[src/rtl/ex_div_seq_pkg.sv]
// Shared definitions for the RV32M divide sequencer: op encodings and ALU result select
// used by the decoder and the EX stage.
package ex_div_seq_pkg;

    localparam int XLEN_DEF    = 32;
    localparam int RADDR_W_DEF = 5;

    localparam logic [1:0] EXE_DIV_OP  = 2'b00;
    localparam logic [1:0] EXE_DIVU_OP = 2'b01;
    localparam logic [1:0] EXE_REM_OP  = 2'b10;
    localparam logic [1:0] EXE_REMU_OP = 2'b11;

    localparam logic [2:0] EXE_RES_DIV = 3'b110;

    function automatic logic is_signed_op(input logic [1:0] op);
        return !op[0];
    endfunction

    function automatic logic is_rem_op(input logic [1:0] op);
        return op[1];
    endfunction

endpackage

[src/rtl/ex_div_seq_if.sv]
// EX-side connection of the divide sequencer: request, annul, stall and the
// writeback triple that feeds MEM.
interface ex_div_seq_if #(
    parameter int XLEN    = 32,
    parameter int RADDR_W = 5
);
    logic               start;
    logic [1:0]         op;
    logic [XLEN-1:0]    opv1;
    logic [XLEN-1:0]    opv2;
    logic [RADDR_W-1:0] reg_waddr_i;
    logic               annul;
    logic               stall_req;
    logic               busy;
    logic               done;
    logic [RADDR_W-1:0] reg_waddr_o;
    logic               we_o;
    logic [XLEN-1:0]    result;

    modport master (
        output start, op, opv1, opv2, reg_waddr_i, annul,
        input  stall_req, busy, done, reg_waddr_o, we_o, result
    );

    modport slave (
        input  start, op, opv1, opv2, reg_waddr_i, annul,
        output stall_req, busy, done, reg_waddr_o, we_o, result
    );
endinterface

[src/rtl/ex_div_seq_div_step.sv]
// One radix-2 restoring division step on the {rem, quo} pair.
module ex_div_seq_div_step #(
    parameter int XLEN = 32
) (
    input  logic [XLEN-1:0] rem_in,
    input  logic [XLEN-1:0] quo_in,
    input  logic [XLEN-1:0] divisor,
    output logic [XLEN-1:0] rem_out,
    output logic [XLEN-1:0] quo_out
);
    // One extra bit so the shifted-out remainder MSB is not lost before the compare.
    logic [XLEN:0] rem_sh;

    always_comb begin
        rem_sh  = {rem_in, quo_in[XLEN-1]};
        quo_out = {quo_in[XLEN-2:0], 1'b0};
        rem_out = rem_sh[XLEN-1:0];
        if (rem_sh >= {1'b0, divisor}) begin
            rem_out    = XLEN'(rem_sh - {1'b0, divisor});
            quo_out[0] = 1'b1;
        end
    end
endmodule

[src/rtl/ex_div_seq.sv]
// Iterative DIV/DIVU/REM/REMU sequencer beside the EX ALU; stalls the front of the
// pipeline while iterating and presents a one-cycle writeback.
module ex_div_seq
    import ex_div_seq_pkg::*;
#(
    parameter int XLEN    = XLEN_DEF,
    parameter int RADDR_W = RADDR_W_DEF
) (
    input  logic        clk,
    input  logic        rst,
    ex_div_seq_if.slave bus
);
    localparam int CNT_W = $clog2(XLEN) + 1;

    typedef enum logic [1:0] {IDLE, ITER, SIGN, DONE} state_t;

    state_t             state_reg;
    logic [CNT_W-1:0]   cnt_reg;
    logic [XLEN-1:0]    rem_reg, quo_reg, divisor_reg, result_reg;
    logic               rem_sel_reg, neg_q_reg, neg_r_reg, done_reg;
    logic [RADDR_W-1:0] waddr_reg, waddr_o_reg;

    logic               sgn, s1, s2, div_zero, ovf;
    logic [XLEN-1:0]    mag1, mag2, special_res, q_final, r_final;
    logic [XLEN-1:0]    step_rem, step_quo;

    always_comb begin
        sgn      = is_signed_op(bus.op);
        s1       = sgn & bus.opv1[XLEN-1];
        s2       = sgn & bus.opv2[XLEN-1];
        mag1     = s1 ? -bus.opv1 : bus.opv1;
        mag2     = s2 ? -bus.opv2 : bus.opv2;
        div_zero = (bus.opv2 == '0);
        ovf      = sgn && (bus.opv1 == {1'b1, {(XLEN-1){1'b0}}}) && (bus.opv2 == '1);
        // Divide-by-zero takes priority; the overflow case only exists for a nonzero divisor.
        if (div_zero)
            special_res = is_rem_op(bus.op) ? bus.opv1 : '1;
        else
            special_res = is_rem_op(bus.op) ? '0 : {1'b1, {(XLEN-1){1'b0}}};
        q_final  = neg_q_reg ? -quo_reg : quo_reg;
        r_final  = neg_r_reg ? -rem_reg : rem_reg;
    end

    ex_div_seq_div_step #(.XLEN(XLEN)) u_step (
        .rem_in  (rem_reg),
        .quo_in  (quo_reg),
        .divisor (divisor_reg),
        .rem_out (step_rem),
        .quo_out (step_quo)
    );

    always_ff @(posedge clk) begin
        if (rst) begin
            state_reg   <= IDLE;
            cnt_reg     <= '0;
            rem_reg     <= '0;
            quo_reg     <= '0;
            divisor_reg <= '0;
            result_reg  <= '0;
            rem_sel_reg <= 1'b0;
            neg_q_reg   <= 1'b0;
            neg_r_reg   <= 1'b0;
            done_reg    <= 1'b0;
            waddr_reg   <= '0;
            waddr_o_reg <= '0;
        end else begin
            done_reg <= 1'b0;
            case (state_reg)
                IDLE: begin
                    if (bus.start && !bus.annul) begin
                        rem_sel_reg <= is_rem_op(bus.op);
                        neg_q_reg   <= s1 ^ s2;
                        neg_r_reg   <= s1;
                        waddr_reg   <= bus.reg_waddr_i;
                        quo_reg     <= mag1;
                        divisor_reg <= mag2;
                        rem_reg     <= '0;
                        cnt_reg     <= '0;
                        if (div_zero || ovf) begin
                            result_reg  <= special_res;
                            waddr_o_reg <= bus.reg_waddr_i;
                            done_reg    <= 1'b1;
                            state_reg   <= DONE;
                        end else begin
                            state_reg <= ITER;
                        end
                    end
                end
                ITER: begin
                    if (bus.annul) begin
                        state_reg <= IDLE;
                    end else begin
                        rem_reg <= step_rem;
                        quo_reg <= step_quo;
                        if (cnt_reg == CNT_W'(XLEN-1))
                            state_reg <= SIGN;
                        else
                            cnt_reg <= cnt_reg + 1'b1;
                    end
                end
                SIGN: begin
                    if (bus.annul) begin
                        state_reg <= IDLE;
                    end else begin
                        result_reg  <= rem_sel_reg ? r_final : q_final;
                        waddr_o_reg <= waddr_reg;
                        done_reg    <= 1'b1;
                        state_reg   <= DONE;
                    end
                end
                default: state_reg <= IDLE;
            endcase
        end
    end

    // A flush landing on the DONE cycle must still suppress the writeback.
    assign bus.done        = done_reg & ~bus.annul;
    assign bus.we_o        = done_reg & ~bus.annul;
    assign bus.result      = result_reg;
    assign bus.reg_waddr_o = waddr_o_reg;
    assign bus.busy        = (state_reg != IDLE);
    assign bus.stall_req   = ~rst & (((state_reg == IDLE) & bus.start & ~bus.annul) |
                                     (state_reg == ITER) | (state_reg == SIGN));
endmodule
[src/flat_wrapper.sv]
// flat-port wrapper written by rule: the top's interface ports become plain ports
module ex_div_seq_flat import ex_div_seq_pkg::*;
#(
    parameter int XLEN    = XLEN_DEF,
    parameter int RADDR_W = RADDR_W_DEF
)
  (clk, rst, bus_start, bus_op, bus_opv1, bus_opv2, bus_reg_waddr_i, bus_annul, bus_stall_req, bus_busy, bus_done, bus_reg_waddr_o, bus_we_o, bus_result);
  ex_div_seq_if #(.XLEN(XLEN), .RADDR_W(RADDR_W)) bus_i ();
  input  logic clk;
  input  logic rst;
  input wire logic [$bits(bus_i.start)-1:0] bus_start;
  input wire logic [$bits(bus_i.op)-1:0] bus_op;
  input wire logic [$bits(bus_i.opv1)-1:0] bus_opv1;
  input wire logic [$bits(bus_i.opv2)-1:0] bus_opv2;
  input wire logic [$bits(bus_i.reg_waddr_i)-1:0] bus_reg_waddr_i;
  input wire logic [$bits(bus_i.annul)-1:0] bus_annul;
  output wire logic [$bits(bus_i.stall_req)-1:0] bus_stall_req;
  output wire logic [$bits(bus_i.busy)-1:0] bus_busy;
  output wire logic [$bits(bus_i.done)-1:0] bus_done;
  output wire logic [$bits(bus_i.reg_waddr_o)-1:0] bus_reg_waddr_o;
  output wire logic [$bits(bus_i.we_o)-1:0] bus_we_o;
  output wire logic [$bits(bus_i.result)-1:0] bus_result;
  assign bus_i.start = bus_start;
  assign bus_i.op = bus_op;
  assign bus_i.opv1 = bus_opv1;
  assign bus_i.opv2 = bus_opv2;
  assign bus_i.reg_waddr_i = bus_reg_waddr_i;
  assign bus_i.annul = bus_annul;
  assign bus_stall_req = bus_i.stall_req;
  assign bus_busy = bus_i.busy;
  assign bus_done = bus_i.done;
  assign bus_reg_waddr_o = bus_i.reg_waddr_o;
  assign bus_we_o = bus_i.we_o;
  assign bus_result = bus_i.result;
  ex_div_seq #(.XLEN(XLEN), .RADDR_W(RADDR_W)) u_core (.clk(clk), .rst(rst), .bus(bus_i));
endmodule
[config.mk]
export PLATFORM = sky130hd
export DESIGN_NAME = ex_div_seq_flat
export DESIGN_NICKNAME = d
export VERILOG_FILES = /design/src/rtl/ex_div_seq_pkg.sv /design/src/rtl/ex_div_seq_if.sv /design/src/rtl/ex_div_seq_div_step.sv /design/src/rtl/ex_div_seq.sv /design/src/flat_wrapper.sv
export SDC_FILE = /design/constraint.sdc
export NUM_CORES = 1
export LEC_CHECK = 0
export BUFFER_PORTS_ARGS = -buffer_cell sky130_fd_sc_hd__buf_2
export CAP_MARGIN = 20
export CORE_UTILIZATION = 40
export CTS_CLUSTER_DIAMETER = 50
export CTS_CLUSTER_SIZE = 25
export DETAILED_ROUTE_END_ITERATION = 12
export PLACE_DENSITY = 0.61
export RECOVER_POWER = 50
export SYNTH_ARGS = -nofsm -noshare
export SYNTH_HDL_FRONTEND = slang
export SYNTH_HIERARCHICAL = 1
export SYNTH_SLANG_ARGS = --single-unit
[constraint.sdc]
create_clock -name clk -period 2.85 [get_ports clk]
set_clock_uncertainty 0.05 [all_clocks]
set_input_delay 0.1425 -clock clk [delete_from_list [all_inputs] [get_ports clk]]
set_output_delay 0.1425 -clock clk [all_outputs]
set_load 0.01 [all_outputs]
# After elaboration in Yosys (flattened, before gate mapping)
# Cells that the tools add are included.
# W data, S select, Z words.
[totals] inputBits=75 ff_bits=150 output_inout_bits=41
[op_classes] n_addsub=6 eq_ne=11 order_cmp=1 n_reduce_logical=16 muxes=38 n_bitwise=11
[op_table] operator="$mux W32" n=16
[op_table] operator="$pmux W32 S2" n=3
[op_table] operator="$neg A32 Y32" n=4
[op_table] operator="$eq A32 B32 Y1 const B" n=2
[op_table] operator="$ge A33 B32 Y1" n=1
[op_table] operator="$logic_not A32 Y1" n=1
[op_table] operator="$sub A32 B32 Y32" n=1
[op_table] operator="$mux W6" n=3
[op_table] operator="$mux W5" n=3
[op_table] operator="$pmux W6 S2" n=1
[op_table] operator="$mux W2" n=5
[op_table] operator="$pmux W5 S2" n=1
[op_table] operator="$reduce_and A4 Y1" n=2
[op_table] operator="$add A6 B1 Y6 const B" n=1
[op_table] operator="$and A1 B1 Y1" n=6
[op_table] operator="$eq A6 B5 Y1 const B" n=1
[op_table] operator="$ne A2 B2 Y1 const B" n=3
[op_table] operator="$pmux W2 S3" n=1
[op_table] operator="$reduce_bool A2 Y1" n=3
[op_table] operator="$mux W1" n=4
[op_table] operator="$ne A2 B1 Y1 const B" n=2
[op_table] operator="$reduce_and A2 Y1" n=2
[op_table] operator="$logic_and A1 B1 Y1" n=3
[op_table] operator="$ne A3 B2 Y1 const B" n=1
[op_table] operator="other kinds (10)" n=13

# Longest topological paths before layout
[depth] word_depth=7 mapped_depth=16 depth_no_buf=13

# Modules after synthesis
# Netlist, hierarchy kept.
[modules_own_cells] module="ex_div_seq" n_inst=1 cells_per_inst=1293 area_each_um2=9872.0 seq_area_each_um2=3002.9
[modules_own_cells] module="ex_div_seq_div_step" n_inst=1 cells_per_inst=354 area_each_um2=2563.7 seq_area_each_um2=0.0

# Least setup slack after synthesis
# No wires, ideal clock.
[synth_timing] path_type="flip-flop to flip-flop" startpoint="register u_core.rem_reg[9]" endpoint="register u_core.rem_reg[22]" synth_period_minus_slack_ps=3052 t_arrival_ps=2869 stages_incl_launch_ff=16 setup_slack_ps=-202 path_cell_list="dfxtp_1 > ha_1 > clkbuf_1 > nand4_1 > a211oi_1 > or3_4 > nor4b_4 > o21ai_2 > a31oi_4 > o21a_4 > inv_2 > buf_6 > buf_12 > mux2_4 > nand3_1 > a21oi_1"
[synth_via] elab_chain_len=4 elab_cells_between_ends=5 classes_between="add/sub (1); order compare (1); mux (3)"
[synth_lines] item="start, declared" line="ex_div_seq.sv:19" text="logic [XLEN-1:0] rem_reg, quo_reg, divisor_reg, result_reg;"
[synth_lines] item="start signal, assigned" line="ex_div_seq.sv:93" text="rem_reg <= step_rem;"
[synth_lines] item="$sub A32 B32 Y32 or $ge A33 B32 Y1 (tied branches)" line="ex_div_seq_div_step.sv:19, ex_div_seq_div_step.sv:18"
[synth_lines] item="$mux W32 (*)" line="ex_div_seq_div_step.sv:18" text="if (rem_sh >= {1'b0, divisor}) begin"
[synth_lines] item="net u_core.step_rem[22]" line="ex_div_seq.sv:25" text="logic [XLEN-1:0] step_rem, step_quo;"
[synth_lines] item="$mux W32 (*)" line="ex_div_seq.sv:90" text="if (bus.annul) begin"
[synth_lines] item="$pmux W32 S2 (*)" line="ex_div_seq.sv:68" text="case (state_reg)"
# The timed path passes the listed nets; every way through them passes the cells marked *. The select of a mux whose other input is x is not followed.
# A chain may end at the register's enable or synchronous reset.

# Worst setup path in the final report
[layout_timing] startpoint="register u_core.divisor_reg[1]" endpoint="register u_core.rem_reg[12]"
[layout_via] elab_chain_len=4 elab_cells_between_ends=5 classes_between="add/sub (1); order compare (1); mux (3)"
[layout_lines] item="start, declared" line="ex_div_seq.sv:19"
[layout_lines] item="start signal, assigned" line="ex_div_seq.sv:76" text="divisor_reg <= mag2;"
[layout_lines] item="$sub A32 B32 Y32 or $ge A33 B32 Y1 (tied branches)" line="ex_div_seq_div_step.sv:19, ex_div_seq_div_step.sv:18"
[layout_lines] item="$mux W32 (*)" line="ex_div_seq_div_step.sv:18"
[layout_lines] item="net u_core.step_rem[12]" line="ex_div_seq.sv:25"
[layout_lines] item="$mux W32 (*)" line="ex_div_seq.sv:90"
[layout_lines] item="$pmux W32 S2 (*)" line="ex_div_seq.sv:68"
# Marked as above.

==> flow_summary.toml <==
[run_status]
outcome = "finished with violations"
violations = "negative setup slack"

[clock_network]
clk_latency_ns = 0.43
htreeDepth = 4
clk_pin_slew_worst_paths_ns = 0.07
clock-sinks = 150
cts_tree = "built"
cts_root_buffer = "clkbuf_16"
cts_buffer_depth = 2
cts_buffers = 17

[critical_path]
rr_endpoint = "u_core/rem_reg[12]"
critPathBufInv = 4
cp_top_family = "compound AO/OA/AOI/OAI gates"
max_stage_delay_ns = 0.33
start_kind = "register"
cp_slowest_cell = "dfxtp_1"
critPathMaxFanout = 5
critPathCaptureType = "register"
crit_chain = "inv_1, ha_1, nor2b_1, o2111a_1, o211ai_1, nor4b_4, buf_4, o21ai_4, a31oi_4, o21a_4, inv_6, clkbuf_16, mux2_2, nand3_1, a21oi_1"
rrSetupSlack_ns = -0.15
criticalPathCategory = "register to register"
worst-endpoint-arrival_ns = 3.21
timing.rr.start = "u_core/divisor_reg[1]"
worst_r2r_path_depth = 15
crit_required_ns = 3.07

[sta]
fmax_ghz = 0.334
rsz0062_at_grt = "yes"
slew_headroom = 0.401
period_share = 1.05
finalSetupViolations = 31
fin_ws_ns = -0.146
tightest_slew_ns = 0.898
period_needed_ns = 3.00
fin_tns_setup_ns = -3.69
hold_viol_final = 0
drv_slew = 0
holdWs_ns = 0.0130

[synth]
syn_avg_cell_area_um2 = 7.55
async_reset_ff_frac = 0
ys_seq_elements = 150
syn-instance-count = 1647
synth_flop_cell = "dfxtp_1"
netlist_area_um2 = 12400
synth_nets = 1761
ys_types = 90
yosysSeqAreaShare = 0.241
ys.warnings.count = 6
synth_edf_count = 0

[cells_and_area]
fin_cells = 2236
multi_input_area_um2 = 8660
utilization = 0.499
diodes = 0
final_nets = 1941
nFillCells = 3017
seq_area_um2 = 3010
syn2layout_area_growth_pct = 22.7
drive_gt1_frac = 0.225

[job]
cap_violations = 0

[pwr]
leakage_nw = 6.25
p_int_mw = 4.19
switching_power_mw = 2.00
p_total_mw = 6.19
power.density_nw_per_um2 = 405
clockPowerShare = 0.381
pwr-share-seq = 0.364
p_sw_frac = 0.323
peakVddDrop_mv = 0.443
combPwrFrac = 0.255

[floorplan]
pin_count = 116
die_w_um = 178
die-area_um2 = 31800
start_util = 0.407
core_um2 = 30600
die_h_um = 178
floorplan.rows = 64

[route]
dr.pass1.iters = 6
ant_nets = 0
via_per_inst = 5.92
route.detailed.drc = 0
wirelength_um = 43100
drtIter0Drc = 1217
wl_per_cell_um = 19.3
vias = 13200

[placement]
dp.cells = 2169
gp_congestion = 0.931
port_buffers = 115
dp_hpwl_um = 31400

[hold_path]
min_path_type = "primary input to register"
min_from = "bus_opv1[29]"
holdPathStages = 3
holdPathEnd = "u_core/quo_reg[29]"

[global_route]
grt_max_degree = 76
first_global_vias = 12100
antenna_found_initial = 0
grt_usage = 0.267
gr-total-overflow = 0
grt_pass1_wl_um = 66500
Yosys cell counts, types with 7 or more instances:
cell | instances | area, µm²
clkbuf_1 | 94 | 353
mux2_4 | 9 | 135
a21o_1 | 11 | 82.6
nand4_1 | 24 | 150
mux2_2 | 22 | 248
ha_1 | 38 | 475
mux2i_1 | 27 | 270
and2_1 | 8 | 50.1
nor2_1 | 159 | 597
o221ai_1 | 11 | 96.3
xor2_1 | 36 | 315
a21oi_1 | 136 | 681
nand2_1 | 133 | 499
nand2b_1 | 14 | 87.6
a41oi_1 | 9 | 78.8
xnor2_1 | 88 | 771
and3_1 | 13 | 81.3
o32ai_1 | 9 | 78.8
nor4_1 | 16 | 100
inv_1 | 86 | 323
buf_4 | 32 | 240
a211oi_1 | 54 | 405
buf_2 | 11 | 55.1
o41ai_1 | 16 | 140
or2_2 | 9 | 56.3
a221oi_1 | 7 | 61.3
nor2b_1 | 17 | 106
buf_1 | 7 | 26.3
o31ai_1 | 24 | 180
nand3_1 | 59 | 295
a31oi_1 | 23 | 144
o21ai_0 | 70 | 350
nor3b_1 | 8 | 60.1
dfxtp_1 | 150 | 3000
or3_1 | 21 | 131
o211ai_1 | 18 | 135
or4_1 | 15 | 113
nor3_1 | 40 | 200
how the worst max path moves through the flow:
stage	to	slack [ns]	cells past startpoint	startpoint
floorplan	u_core/rem_reg[22]	-0.08	16	u_core/divisor_reg[10]
global placement	u_core/rem_reg[30]	-0.12	14	u_core/divisor_reg[7]
detailed placement	u_core/rem_reg[22]	-0.17	14	u_core/divisor_reg[9]
CTS	u_core/rem_reg[15]	-0.13	14	u_core/divisor_reg[7]
global route	u_core/rem_reg[18]	-0.26	15	u_core/divisor_reg[7]
finish	u_core/rem_reg[12]	-0.15	15	u_core/divisor_reg[1]
metal layers:
layer,share of wire,vias up,global-route usage
met5,0,-,0
met4,0.018,0,0.0678
met3,0.067,65,0.0399
met2,0.47,565,0.438
met1,0.45,6289,0.363
li1,-,6318,-
layout by cell type (no fill, tap or decap), types with 21 or more instances in the layout:
cell type,n
a31oi_1,22
buf_4,164
mux2_2,22
nor3_1,38
inv_1,84
a21oi_1,134
o21ai_0,68
nand2_1,132
mux2i_1,27
or3_1,21
nand4_1,24
dfxtp_1,143
a211oi_1,51
xor2_1,36
nor2_1,159
ha_1,31
clkbuf_1,44
nand3_1,49
buf_2,75
xnor2_1,88
power groups by stage:
stage | sequential (mW) | combinational (mW) | clock (mW)
4_1_cts | 2.25 | 1.50 | 2.39
3_3_place_gp | 2.29 | 1.44 | 0
5_1_grt | 2.26 | 1.70 | 2.47
2_1_floorplan | 2.28 | 0.991 | 0
3_5_place_dp | 2.29 | 1.45 | 0
6_report | 2.25 | 1.58 | 2.36
worst register-to-register path, stage by stage (launching register included):
cell and delay (ns):
dfxtp_1 0.33, inv_1 0.04, ha_1 0.28, nor2b_1 0.15, o2111a_1 0.25, o211ai_1 0.22, nor4b_4 0.32, buf_4 0.19
o21ai_4 0.06, a31oi_4 0.15, o21a_4 0.17, inv_6 0.06, clkbuf_16 0.16, mux2_2 0.27, nand3_1 0.07, a21oi_1 0.08
timing repair:
| item | CTS | global route |
|---|---|---|
| pin swaps | 8 | 20 |
| hold buffers | 19 | 0 |
| setup endpoints to repair | 32 | 40 |
| buffers inserted | 3 | 10 |
| hold endpoints to repair | 18 | 0 |
| gates resized for setup | 16 | 22 |
| cloned | 0 | 3 |
per-stage QoR:
step | setup slack [ns] | area (µm²)
6_report | -0.146 | 15300
5_1_grt | -0.260 | 15300
4_1_cts | -0.130 | 15100
3_3_place_gp | -0.121 | 14200
3_5_place_dp | -0.170 | 14200
2_1_floorplan | -0.0839 | 12600
cell families after synthesis:
group | Yosys count | synth area share
simple gates | 570 | 0.234
xor+xnor | 124 | 0.0873
fa+ha+maj | 39 | 0.0398
buf+inv | 238 | 0.0870
mux | 58 | 0.0525
flops | 150 | 0.241
compound gates | 468 | 0.257
final cells by class:
class	count	share of cell area
tap	396	0.0325
timing repair buffer	312	0.141
multi-input combinational	1259	0.568
clock inverter	12	0.00943
sequential	150	0.198
inverter	87	0.0217
clock buffer	20	0.0299
No activity file was read; power rests on OpenSTA's default activity.
